$ cat src/rtl/mem_wr_seq.sv
// ---------------------------------------------------------------------------
// mem_wr_seq
//
// Writeback-side memory write sequencer. Takes a byte-addressed store
// (address, little-endian data, size) from the pipeline and turns it into
// one or two word-aligned, byte-enabled write requests to the data cache.
// A store that straddles a 4-byte word boundary is issued as two back-to-back
// beats. A reserved size, or a straddling store when splitting is disabled,
// is rejected with an error and produces no cache write.
//
// Parameters:
//   ALLOW_SPLIT  1 = split boundary-crossing stores into two beats
//                0 = reject boundary-crossing stores with wr_err
//
// Ports:
//   clk       in   clock
//   rst       in   asynchronous, active-high reset
//   wr_valid  in   pipeline presents a store this cycle
//   wr_addr   in   [31:0] byte address of the store
//   wr_data   in   [31:0] store data, byte k goes to wr_addr+k
//   wr_size   in   [1:0]  00=1B, 01=2B, 10=4B, 11=reserved
//   wr_ready  out  sequencer is idle and can take a store
//   dc_req    out  cache write request, held until dc_ack
//   dc_addr   out  [31:0] word-aligned cache address
//   dc_be     out  [3:0]  byte enables for dc_wdata
//   dc_wdata  out  [31:0] lane-aligned write data
//   dc_ack    in   cache accepts the current beat on this edge
//   wr_done   out  one-cycle pulse: store finished or was rejected
//   wr_err    out  qualifies wr_done: the store was rejected
// ---------------------------------------------------------------------------
module mem_wr_seq #(
    parameter bit ALLOW_SPLIT = 1'b1
) (
    input  logic        clk,
    input  logic        rst,
    input  logic        wr_valid,
    input  logic [31:0] wr_addr,
    input  logic [31:0] wr_data,
    input  logic [1:0]  wr_size,
    output logic        wr_ready,
    output logic        dc_req,
    output logic [31:0] dc_addr,
    output logic [3:0]  dc_be,
    output logic [31:0] dc_wdata,
    input  logic        dc_ack,
    output logic        wr_done,
    output logic        wr_err
);

    typedef enum logic [1:0] {
        IDLE  = 2'd0,
        BEAT1 = 2'd1,
        BEAT2 = 2'd2,
        DONE  = 2'd3
    } state_t;

    state_t      state_q;

    // Registered outputs
    logic        ready_q;
    logic        req_q;
    logic [31:0] addr_q;
    logic [3:0]  be_q;
    logic [31:0] wdata_q;
    logic        done_q;
    logic        err_q;

    // Second-beat image captured at accept time, so the beat count and
    // enables never depend on inputs after the store was taken.
    logic        cross_q;
    logic [29:0] word2_q;
    logic [3:0]  be2_q;
    logic [31:0] wdata2_q;

    // Decode of the store currently on the inputs
    logic [1:0]  off_d;
    logic [3:0]  mask_d;
    logic [2:0]  bytes_d;
    logic        size_ok_d;
    logic        cross_d;
    logic        reject_d;
    logic [7:0]  be_wide_d;
    logic [63:0] data_wide_d;

    // Size decode: byte mask and byte count; 11 is reserved.
    always_comb begin
        mask_d    = 4'b0000;
        bytes_d   = 3'd0;
        size_ok_d = 1'b1;
        case (wr_size)
            2'b00: begin
                mask_d  = 4'b0001;
                bytes_d = 3'd1;
            end
            2'b01: begin
                mask_d  = 4'b0011;
                bytes_d = 3'd2;
            end
            2'b10: begin
                mask_d  = 4'b1111;
                bytes_d = 3'd4;
            end
            default: begin
                size_ok_d = 1'b0;
            end
        endcase
    end

    // Shifting the mask and data into a double-width window lines both beats
    // up at once: the low half is the first word, the high half is whatever
    // spilled into the following word.
    assign off_d       = wr_addr[1:0];
    assign cross_d     = (({1'b0, off_d} + bytes_d) > 3'd4);
    assign reject_d    = !size_ok_d || (cross_d && !ALLOW_SPLIT);
    assign be_wide_d   = {4'b0000, mask_d} << off_d;
    assign data_wide_d = {32'h0000_0000, wr_data} << {off_d, 3'b000};

    // Sequencer FSM with all outputs registered. The request stays high from
    // the first beat through the second so the cache sees no bubble between
    // the halves of a split store.
    always_ff @(posedge clk or posedge rst) begin
        if (rst) begin
            state_q  <= IDLE;
            ready_q  <= 1'b1;
            req_q    <= 1'b0;
            addr_q   <= 32'h0000_0000;
            be_q     <= 4'b0000;
            wdata_q  <= 32'h0000_0000;
            done_q   <= 1'b0;
            err_q    <= 1'b0;
            cross_q  <= 1'b0;
            word2_q  <= 30'd0;
            be2_q    <= 4'b0000;
            wdata2_q <= 32'h0000_0000;
        end else begin
            case (state_q)
                IDLE: begin
                    if (wr_valid) begin
                        ready_q <= 1'b0;
                        if (reject_d) begin
                            state_q <= DONE;
                            done_q  <= 1'b1;
                            err_q   <= 1'b1;
                            be_q    <= 4'b0000;
                            wdata_q <= 32'h0000_0000;
                        end else begin
                            state_q  <= BEAT1;
                            req_q    <= 1'b1;
                            addr_q   <= {wr_addr[31:2], 2'b00};
                            be_q     <= be_wide_d[3:0];
                            wdata_q  <= data_wide_d[31:0];
                            cross_q  <= cross_d;
                            word2_q  <= wr_addr[31:2] + 30'd1;
                            be2_q    <= be_wide_d[7:4];
                            wdata2_q <= data_wide_d[63:32];
                        end
                    end
                end

                BEAT1: begin
                    if (dc_ack) begin
                        if (cross_q) begin
                            state_q <= BEAT2;
                            addr_q  <= {word2_q, 2'b00};
                            be_q    <= be2_q;
                            wdata_q <= wdata2_q;
                        end else begin
                            state_q <= DONE;
                            req_q   <= 1'b0;
                            done_q  <= 1'b1;
                            err_q   <= 1'b0;
                            be_q    <= 4'b0000;
                            wdata_q <= 32'h0000_0000;
                        end
                    end
                end

                BEAT2: begin
                    if (dc_ack) begin
                        state_q <= DONE;
                        req_q   <= 1'b0;
                        done_q  <= 1'b1;
                        err_q   <= 1'b0;
                        be_q    <= 4'b0000;
                        wdata_q <= 32'h0000_0000;
                    end
                end

                DONE: begin
                    state_q <= IDLE;
                    done_q  <= 1'b0;
                    err_q   <= 1'b0;
                    ready_q <= 1'b1;
                end

                default: begin
                    state_q <= IDLE;
                    req_q   <= 1'b0;
                    done_q  <= 1'b0;
                    err_q   <= 1'b0;
                    ready_q <= 1'b1;
                end
            endcase
        end
    end

    assign wr_ready = ready_q;
    assign dc_req   = req_q;
    assign dc_addr  = addr_q;
    assign dc_be    = be_q;
    assign dc_wdata = wdata_q;
    assign wr_done  = done_q;
    assign wr_err   = err_q;

endmodule

$ cat config.mk
export PLATFORM = sky130hd
export DESIGN_NAME = mem_wr_seq
export DESIGN_NICKNAME = d
export VERILOG_FILES = /design/src/rtl/mem_wr_seq.sv
export SDC_FILE = /design/constraint.sdc
export NUM_CORES = 1
export LEC_CHECK = 0
export BUFFER_PORTS_ARGS = -buffer_cell sky130_fd_sc_hd__buf_2
export CAP_MARGIN = 30
export CELL_PAD_IN_SITES_DETAIL_PLACEMENT = 1
export CELL_PAD_IN_SITES_GLOBAL_PLACEMENT = 1
export CORE_MARGIN = 1
export CORE_UTILIZATION = 42
export CTS_CLUSTER_SIZE = 12
export DETAILED_ROUTE_END_ITERATION = 12
export PLACE_DENSITY = 0.91
export REMOVE_ABC_BUFFERS = 1
export SYNTH_ARGS = -nofsm -noshare
export SYNTH_HDL_FRONTEND = slang
export SYNTH_SLANG_ARGS = --single-unit
export TNS_END_PERCENT = 5
$ cat constraint.sdc
create_clock -name clk -period 4.1 [get_ports clk]
set_input_delay 0.205 -clock clk [delete_from_list [all_inputs] [get_ports clk]]
set_output_delay 0.205 -clock clk [all_outputs]
set_load 0.005 [all_outputs]
==> results of run 1 <==
## tightest hold or removal path: cells and delay by family
kind            cells  cell delay, ns
simple gates        1            0.05
buf+inv             1            0.12
compound gates      1            0.06
## synth_stat cells, types with 6 or more instances
cell	n	area, µm²
nand3_1	9	45.0
buf_2	8	40.0
mux2i_1	52	521
nor2_1	98	368
ha_1	12	150
clkbuf_1	34	128
a221oi_1	13	114
xor2_1	11	96.3
xnor2_1	18	158
a21oi_1	45	225
o21ai_1	31	155
o31ai_1	19	143
nand2_1	109	409
mux2_2	12	135
o21ai_0	37	185
nand4_1	8	50.1
dfrtp_1	129	3230
inv_1	14	52.6
a22oi_1	6	45.0
## area by class of cell
class                           instances  area share, %
Sequential cell                       130           40.0
Multi-Input combinational cell        530           39.8
Inverter                               15          0.723
Tap cell                              211           3.25
Clock buffer                           25           5.72
Antenna cell                            1         0.0308
Timing Repair Buffer                  149           9.75
Clock inverter                          6          0.707
## logic make-up after synthesis
family,after synthesis,share of synthesized area [%]
flops,130,48.4
other cells,1,0.0558
buf+inv,61,3.78
fa+ha+maj,13,2.53
xor+xnor,29,3.78
simple gates,260,17.4
mux,64,9.76
compound gates,162,14.3
## placed cells by master, fill, tap and decap left out, drive strengths merged, types with 8 or more instances in the layout
| master | instances |
|---|---|
| a21oi | 45 |
| a221oi | 13 |
| buf | 148 |
| clkbuf | 25 |
| dfrtp | 129 |
| ha | 12 |
| inv | 15 |
| mux2 | 12 |
| mux2i | 52 |
| nand2 | 109 |
| nand3 | 11 |
| nand4 | 8 |
| nor2 | 98 |
| o21ai | 70 |
| o31ai | 19 |
| xnor2 | 18 |
| xor2 | 11 |
## state kept, by name, indices dropped and copies added, names as in the netlist
name      cells
be2_q         3
dc_wdata     32
word2_q      30
dc_be         4
wr_done       1
wdata2_q     24
dc_req        1
state_q       2
wr_err        1
wr_ready      1
cross_q       1
dc_addr      30
## through the flow
stage	area, µm²	cells
6_report	8140	1067
5_1_grt	8130	1066
4_1_cts	8130	1066
3_5_place_dp	7600	1034
3_3_place_gp	7560	1032
2_1_floorplan	6530	675
## final timing paths
kind / to / slack, ns / cells past startpoint
worst max-delay path: dc_be[0]$_DFFE_PP0P_ / 1.47 / 7
worst min-delay path: wdata2_q[18]$_DFFE_PP0P_ / 0.06 / 3
worst max register to register: dc_be[0]$_DFFE_PP0P_ / 1.47 / 7
worst min register to register: wdata2_q[20]$_DFFE_PP0P_ / 0.48 / 2
max in group asynchronous: wr_ready$_DFFE_PP1P_ / 2.50 / 4
min in group asynchronous: dc_wdata[17]$_DFFE_PP0P_ / 0.49 / 3
## metal layers
metal	vias to the layer above	GRT usage (%)	wire length (µm)
li1	2741	-	-
met2	181	44.2	9770
met5	-	0	12
met1	2923	31.0	8420
met4	2	8.72	254
met3	18	5.70	1100
## power by group through the flow
stage	logic [µW]	clock network (µW)	registers (µW)
floorplan	1450	0	2200
global placement	2200	0	2220
detailed placement	2370	0	2260
CTS	2390	1400	2250
global route	2650	1450	2320
finish	2350	1380	2250
==> metrics.cfg, run 1 <==
[status]
outcome=finished, final reports clean

[timing]
hold_viol=0
period_share_pct=64.1
setup_viol=0
tns_ns=0
setup_ws_ns=1.47
hold_ws_ns=0.0598
fmaxAchievable_mhz=380
finClkSkew_ns=0.00731
maxSlewViolCount=0
slew_headroom_pct=36.2
final.min_clock_period_ns=2.63
worst_slew_pin_slew_ns=0.954
rsz0062_at_grt=false

[critical_path]
worst-path-buf-inv=1
crit_start=state_q[0]$_DFFE_PP0P_
crit_family=simple AND/OR/NAND/NOR gates
path_cells=inv_1, ha_1, nor2_1, nand2_1, nor2_1, a221oi_1, nor2_1
crit_type=reg -> reg
critPathSlowestCell=nor2_1
critPathArrivalTime_ns=2.97
path_common_cell=nor2_1
startpoint_type=flip-flop
required_ns=4.44
critPathMaxStageDelay_ns=0.76
critPathMaxFanout=9
end_kind=flip-flop
worstReg2RegStart=state_q[0]$_DFFE_PP0P_

[cts]
worst_skew_pair.late_latency_ns=0.42
cts_root_buf=clkbuf_16
htree_levels=4
cts_tree=done
clkTransAtPathRegs_ns=0.06
cts_buffers=17
cts.sinks=130
cts_resized=0
cts_setup_buffers=0
ctsHoldBuffers=1
clockBufferDepth=2

[detailed_routing]
ant_nets=0
wl_um=19600
drc=0
via_per_inst=5.50
post_drt_wl_per_cell_um=18.3
vias=5865
drtPass1Iterations=4
first_iter_violations=378

[grt]
antenna_found_initial=1
grt-ovfl-total=0
grt_pass1_vias=6246
grt_max_degree=82
grt_usage_pct=25.4
grt_pass1_wl_um=32300

[power_and_ir_drop]
powerDensity_nw_per_um2=736
peakVddDrop_v=0.000409
p_sw_share_pct=38.6
netSwitchingPower_uw=2310
leakage_uw=0.00379
total_power_uw=5980
pwr-share-comb_pct=39.3
pwr-share-clk_pct=23.0
seqPwrFrac_pct=37.6
internal_power_uw=3670

[cells_and_area]
seq_area_um2=3250
area_growth_syn_to_layout_pct=21.1
final_nets=926
fin_util_pct=52.7
drive_above_1_share_pct=23.6
fillers=1848
multi_input_area_um2=3240

[logic_synthesis]
synth-edff-count=0
synth_area_per_cell_um2=9.33
ys_ff_latch=130
synth.yosys.warnings=0
ys.flop_type=dfrtp_1
async_reset_ff_share_pct=100
syn-cell-area_um2=6720
synth_cell_types=49
yosysSeqAreaShare_pct=48.4
synth_cells=720

[die]
coreArea_um2=15400
rows=45
fp.dieW_um=128
die_h_um=128
pin_count=142
dieArea_um2=16500
floorplan.initialDensity_pct=43.6

[placement]
gp_congestion=0.851
pre_cts_slack_ns=1.38
io_buffers=139
hpwl_um=13800

[job]
drv_cap=0

[worst_hold_path]
hold_class=in -> reg
min_from=wr_data[26]

Note: power is estimated with default switching activity, not from simulation.
==> run 2: changes to the inputs <==
--- a/config.mk
+++ b/config.mk
@@ -10,10 +10,10 @@
 export CELL_PAD_IN_SITES_DETAIL_PLACEMENT = 1
 export CELL_PAD_IN_SITES_GLOBAL_PLACEMENT = 1
 export CORE_MARGIN = 1
-export CORE_UTILIZATION = 42
+export CORE_UTILIZATION = 38
 export CTS_CLUSTER_SIZE = 12
 export DETAILED_ROUTE_END_ITERATION = 12
-export PLACE_DENSITY = 0.91
+export PLACE_DENSITY = 0.87
 export REMOVE_ABC_BUFFERS = 1
 export SYNTH_ARGS = -nofsm -noshare
 export SYNTH_HDL_FRONTEND = slang
==> constraint.sdc (replaced) <==
create_clock -name clk -period 2.3 [get_ports clk]
set_input_delay 0.115 -clock clk [delete_from_list [all_inputs] [get_ports clk]]
set_output_delay 0.115 -clock clk [all_outputs]
set_load 0.005 [all_outputs]
==> run 2 against run 1 <==
  * Routed wire length up 5.6%
  * Count of clock-buffer cells in the layout down 6
  * Sequential power up 77%
  * Die area up 10%
  * Setup slack worse by 1.3 ns
  * Flip-flop and latch count unchanged
  * Register-to-register slack worse by 1.3 ns
  * Cell area up 5.2%
  * Critical path depth up 1
  * Sequential share of layout area down 2.0 points
  * Largest cell class is now multi-input combinational cells
  * Highest routed layer is now met4
==> metrics.cfg, run 2 (synthesized netlist as in run 1, its figures left out) <==
[status]
outcome=finished, final reports clean

[cells_and_area]
area_growth_syn_to_layout_pct=27.4
drive_above_1_share_pct=26.0  ; +2.4 points
fin_util_pct=49.5  ; -3.2 points
final_cell_mix=buf_2 (139), dfrtp_1 (129), nand2_1 (109)
final_nets=951  ; +2.7%
largest_reg_flops=32  ; unchanged
multi_input_area_um2=3270  ; +1.0%
seq_area_um2=3250  ; unchanged
stdcell_count=1106  ; +3.7%
diodes=0  ; -1
final_common_cell=buf_2
fillers=2043  ; +11%

[critical_path]
path_common_cell=nor2_1
critPathArrivalTime_ns=2.50  ; -0.47 ns
path_cells=inv_1, ha_2, buf_4, nor2_1, nand2_1, nor2_2, a221oi_1, nor2_1
startpoint_type=flip-flop
critPathMaxFanout=9  ; unchanged
r2r_cells=8  ; +1
r2r_slack_ns=0.15  ; -1.32 ns
worstReg2RegStart=state_q[1]$_DFFE_PP0P_
r2r-end=dc_wdata[6]$_DFFE_PP0P_
end_kind=flip-flop
crit_type=reg -> reg
required_ns=2.65  ; -1.79 ns
critPathMaxStageDelay_ns=0.44  ; -0.32 ns
critPathSlowestCell=nor2_2

[grt]
grt_pass1_wl_um=33500  ; +3.9%
grt_max_degree=64  ; -22%
grt_usage_pct=23.9  ; -1.5 points
grt_pass1_vias=6416  ; +2.7%
antenna_found_initial=0  ; -1
grt-ovfl-total=0  ; unchanged

[timing]
hold_ws_ns=0.0315  ; -0.0282 ns
tns_ns=0  ; unchanged
worst_slew_pin_slew_ns=0.578  ; -0.376 ns
fmaxAchievable_mhz=464  ; +22%
finClkSkew_ns=0.0126  ; +0.00529 ns
maxSlewViolCount=0  ; unchanged
hold_viol=0  ; unchanged
period_share_pct=93.7  ; +30 points
setup_viol=0  ; unchanged
slew_headroom_pct=61.4  ; +25 points
rsz0062_at_grt=false
final.min_clock_period_ns=2.15  ; -0.475 ns

[cts]
clockBufferDepth=2  ; unchanged
cts.sinks=130  ; unchanged
worst_skew_pair.late_latency_ns=0.43  ; about the same
cts_buffers=17  ; unchanged
cts_tree=done
cts_root_buf=clkbuf_16
htree_levels=4  ; unchanged
clkTransAtPathRegs_ns=0.06  ; about the same

[die]
fp.dieW_um=135  ; +5.1%
floorplan.initialDensity_pct=38.9  ; -4.7 points
die_h_um=135  ; +5.1%
pin_count=142  ; unchanged
rows=48  ; +6.7%
coreArea_um2=17300  ; +12%
dieArea_um2=18200  ; +10%

[detailed_routing]
wl_um=20700  ; +5.6%
post_drt_wl_per_cell_um=18.7  ; +1.9%
vias=5979  ; +1.9%
drc=0  ; unchanged
drtPass1Iterations=5  ; +1
first_iter_violations=269  ; -29%
ant_nets=0  ; unchanged
via_per_inst=5.41  ; -1.7%

[worst_hold_path]
worst_hold_path.num_cells=3  ; unchanged
holdPathEnd=word2_q[26]$_DFFE_PP0P_
hold_class=in -> reg
min_from=wr_addr[28]

[power_and_ir_drop]
total_power_uw=11400  ; +91%
peakVddDrop_v=0.000645  ; +58%
powerDensity_nw_per_um2=1330  ; +81%
leakage_uw=0.00397  ; +4.9%

[placement]
gp_congestion=0.813  ; -4.5%
hpwl_um=14000  ; +1.2%
io_buffers=139  ; unchanged
dp_cells=1060  ; +2.5%

[job]
drv_cap=0  ; unchanged

## run 2: changes by cell type in the layout (fill, tap and decap cells not counted), sizes merged
cell / previous run / this run
dlygate4sd3: 1 / 14
diode: 1 / 0
bufinv: 1 / 4
clkbuf: 25 / 19
buf: 148 / 160
clkinv: 4 / 6
clkinvlp: 1 / 3
## run 2: metal layers
metal	GRT usage [%]	wire [µm]
met2	42.2	10600
met3	5.22	1180
met5	0	0
met1	28.1	8430
met4	9.55	417
## run 2: what timing repair did
item                                   CTS  global route
setup endpoints to repair                0            12
endpoints found under the hold margin   53             0
hold buffers                            14             0
gates resized for setup                  0             7
setup buffers                            0             0
## run 2: worst max-delay path by stage
stage	from	end
finish	state_q[1]$_DFFE_PP0P_	dc_wdata[6]$_DFFE_PP0P_
global route	state_q[1]$_DFFE_PP0P_	dc_wdata[1]$_DFFE_PP0P_
CTS	state_q[1]$_DFFE_PP0P_	dc_wdata[7]$_DFFE_PP0P_
detailed placement	state_q[1]$_DFFE_PP0P_	dc_be[3]$_DFFE_PP0P_
global placement	state_q[1]$_DFFE_PP0P_	dc_wdata[21]$_DFFE_PP0P_
floorplan	state_q[1]$_DFFE_PP0P_	dc_addr[10]$_DFFE_PP0P_
## run 2: cell type report
| cell class | count | share of cell area (%) |
|---|---|---|
| timing repair buffer | 174 | 12.3 |
| sequential | 130 | 38.0 |
| clock inverter | 13 | 2.15 |
| clock buffer | 19 | 5.29 |
| multi-input combinational | 530 | 38.2 |
| tap | 225 | 3.29 |
| inverter | 15 | 0.716 |
## run 2: per-stage QoR
step           setup slack, ns  area (µm²)
4_1_cts                 0.0231        8530
3_5_place_dp             0.124        7750
2_1_floorplan            -2.46        6530
5_1_grt                 0.0477        8560
6_report                 0.146        8560
3_3_place_gp           0.00991        7740
## run 2: critical path: cells and delay by family (launching register included)
kind | cells | cell delay, ns
AND/OR/NAND/NOR | 4 | 0.90
flip-flops | 1 | 0.42
buffers and inverters | 2 | 0.29
adder cells (fa/ha/maj) | 1 | 0.29
AO/OA/AOI/OAI | 1 | 0.16
## run 2: power by group
| group | total, µW | switching [µW] | leakage, µW | internal (µW) |
|---|---|---|---|---|
| Sequential | 3990 | 613 | 0.00162 | 3370 |
| Combinational | 4490 | 2650 | 0.00205 | 1830 |
| Clock | 2940 | 1070 | 0.000305 | 1870 |
==> run 3: changes to the inputs <==
--- a/config.mk
+++ b/config.mk
@@ -10,10 +10,10 @@
 export CELL_PAD_IN_SITES_DETAIL_PLACEMENT = 1
 export CELL_PAD_IN_SITES_GLOBAL_PLACEMENT = 1
 export CORE_MARGIN = 1
-export CORE_UTILIZATION = 38
+export CORE_UTILIZATION = 42
 export CTS_CLUSTER_SIZE = 12
 export DETAILED_ROUTE_END_ITERATION = 12
-export PLACE_DENSITY = 0.87
+export PLACE_DENSITY = 0.91
 export REMOVE_ABC_BUFFERS = 1
 export SYNTH_ARGS = -nofsm -noshare
 export SYNTH_HDL_FRONTEND = slang
==> constraint.sdc (replaced) <==
create_clock -name clk -period 2.35 [get_ports clk]
set_input_delay 0.1175 -clock clk [delete_from_list [all_inputs] [get_ports clk]]
set_output_delay 0.1175 -clock clk [all_outputs]
set_load 0.005 [all_outputs]
==> run 3 against run 2 <==
  * Clock power decreased by 20%
  * Fmax is 0.89% lower
  * First-iteration DRC count increased by 38%
  * Setup slack better by 0.031 ns
  * Final cell count decreased by 1.4%
  * Count of clock-buffer cells in the layout increased by 5
  * Global-route usage increased by 3.2 points
  * Worst hold slack worse by 0.016 ns
  * Via count is 1.9% higher
  * Core utilization grew 5.0 points
  * Routed wire length rose by 1.4%
  * Highest routed layer unchanged
==> metrics.cfg, run 3 (synthesized netlist as in run 1, its figures left out) <==
[cells_and_area]
area_growth_syn_to_layout_pct=25.1
final_nets=952  ; +0.11%
seq_area_um2=3250  ; unchanged
fillers=1830  ; -10%
final_common_cell=buf_2
multi_input_area_um2=3250  ; -0.65%
final_cell_mix=buf_2 (139), dfrtp_1 (129), nand2_1 (109)
diodes=0  ; unchanged
fin_util_pct=54.5  ; +5.0 points
stdcell_count=1091  ; -1.4%
drive_above_1_share_pct=25.3  ; -0.65 points
largest_reg_flops=32  ; unchanged

[timing]
fmaxAchievable_mhz=460  ; -0.89%
final.min_clock_period_ns=2.17  ; +0.0194 ns
slew_headroom_pct=33.4  ; -28 points
setup_viol=0  ; unchanged
finClkSkew_ns=0.00679  ; -0.00580 ns
period_share_pct=92.5  ; -1.2 points
worst_slew_pin_slew_ns=0.996  ; +0.418 ns
rsz0062_at_grt=false
setup_ws_ns=0.176  ; +0.0306 ns
hold_viol=0  ; unchanged
maxSlewViolCount=0  ; unchanged

[critical_path]
end_kind=flip-flop
worstReg2RegStart=state_q[0]$_DFFE_PP0P_
path_cells=inv_1, ha_1, nand2b_1, o21ai_1, nor2_1, nor2_1, nor2_1
r2r-end=dc_wdata[7]$_DFFE_PP0P_
required_ns=2.70  ; +0.05 ns
crit_type=reg -> reg
critPathMaxStageDelay_ns=0.77  ; +0.33 ns
critPathMaxFanout=10  ; +1
critPathArrivalTime_ns=2.53  ; +0.03 ns
r2r_slack_ns=0.18  ; +0.03 ns
r2r_cells=7  ; -1
path_common_cell=nor2_1
startpoint_type=flip-flop
critPathSlowestCell=nor2_1

[detailed_routing]
via_per_inst=5.58  ; +3.3%
vias=6090  ; +1.9%
drtPass1Iterations=5  ; unchanged
post_drt_wl_per_cell_um=19.2  ; +2.8%
wl_um=20900  ; +1.4%
first_iter_violations=370  ; +38%
ant_nets=0  ; unchanged
drc=0  ; unchanged

[grt]
grt-ovfl-total=0  ; unchanged
grt_busiest_layer=met2
grt_usage_pct=27.0  ; +3.2 points
grt_pass1_wl_um=33900  ; +1.3%
met3_usage_pct=6.32  ; +1.1 points
met1_usage_pct=31.2  ; +3.1 points
grt_max_degree=61  ; -4.7%
grt_pass1_vias=6584  ; +2.6%
antenna_found_initial=0  ; unchanged
use_met2_pct=47.6  ; +5.4 points

[job]
drv_cap=0  ; unchanged

[cts]
clkTransAtPathRegs_ns=0.06  ; about the same
worst_skew_pair.late_latency_ns=0.43  ; about the same
cts_setup_buffers=0  ; unchanged
cts.sinks=130  ; unchanged
cts_buffers=17  ; unchanged
cts_tree=done
cts_root_buf=clkbuf_16
clockBufferDepth=2  ; unchanged
htree_levels=4  ; unchanged

[placement]
hpwl_um=14200  ; +1.3%
pre_cts_slack_ns=0.167  ; +0.0425 ns
io_buffers=139  ; unchanged
gp_congestion=0.815  ; +0.33%
dp_cells=1051  ; -0.85%

[die]
die_h_um=128  ; -4.8%
rows=45  ; -6.3%
coreArea_um2=15400  ; -11%
dieArea_um2=16500  ; -9.4%
pin_count=142  ; unchanged
floorplan.initialDensity_pct=43.6  ; +4.7 points
fp.dieW_um=128  ; -4.8%

[worst_hold_path]
min_from=wr_addr[31]
holdPathEnd=word2_q[29]$_DFFE_PP0P_
worst_hold_path.num_cells=3  ; unchanged
hold_class=in -> reg

[power_and_ir_drop]
peakVddDrop_v=0.000598  ; -7.3%
leakage_uw=0.00393  ; -1.1%
powerDensity_nw_per_um2=1280  ; -4.2%

[status]
outcome=finished, final reports clean

==> run 3: layer usage <==
metal	vias to the layer above	share of wire, %
met5	-	0
met2	232	51
met4	0	3.1
met1	3013	40
met3	54	5.7
li1	2791	-
==> run 3: layout make-up <==
class | count | area share, %
clock buffer | 24 | 5.73
clock inverter | 6 | 0.387
inverter | 15 | 0.699
multi-input combinational | 530 | 38.7
sequential | 130 | 38.7
tap | 211 | 3.14
timing repair buffer | 175 | 12.7
==> run 3: worst max-delay path, delay by kind of cell, from the launching register on <==
kind / cells / cell delay [ns]
flops: 1 / 0.42
buf+inv: 1 / 0.11
fa+ha+maj: 1 / 0.22
compound gates: 1 / 0.12
simple gates: 4 / 1.22
==> run 3: stage by stage <==
step,hold slack [ns],total power (µW),setup TNS (ns),cell area [µm²]
after floorplan,0.229,6330,-328.09,6530
after global placement,0.207,7970,0,7780
after detailed placement,0.211,8270,0,7780
after CTS,0.00635,10700,0,8400
after global routing,0.0204,11500,0,8410
final,0.0158,10700,0,8410
==> run 3: repair_timing <==
action / 4_1_cts / 5_1_grt
hold buffers: 10 / 0
gates resized for setup: 0 / 3
endpoints found under the hold margin: 44 / 0
setup endpoints to repair: 0 / 9
==> run 3: worst max path at each step <==
stage	endpoint	startpoint	cells past startpoint
floorplan	dc_addr[10]$_DFFE_PP0P_	state_q[1]$_DFFE_PP0P_	5
global placement	dc_wdata[0]$_DFFE_PP0P_	state_q[0]$_DFFE_PP0P_	7
detailed placement	dc_wdata[5]$_DFFE_PP0P_	state_q[0]$_DFFE_PP0P_	8
CTS	dc_wdata[7]$_DFFE_PP0P_	state_q[1]$_DFFE_PP0P_	7
global route	dc_addr[22]$_DFFE_PP0P_	state_q[1]$_DFFE_PP0P_	9
finish	dc_wdata[7]$_DFFE_PP0P_	state_q[0]$_DFFE_PP0P_	7
==> run 3: report_power, final <==
part,switching [µW],internal [µW],total [µW]
Sequential,631,3300,3930
Combinational,2630,1800,4430
Clock,956,1410,2360
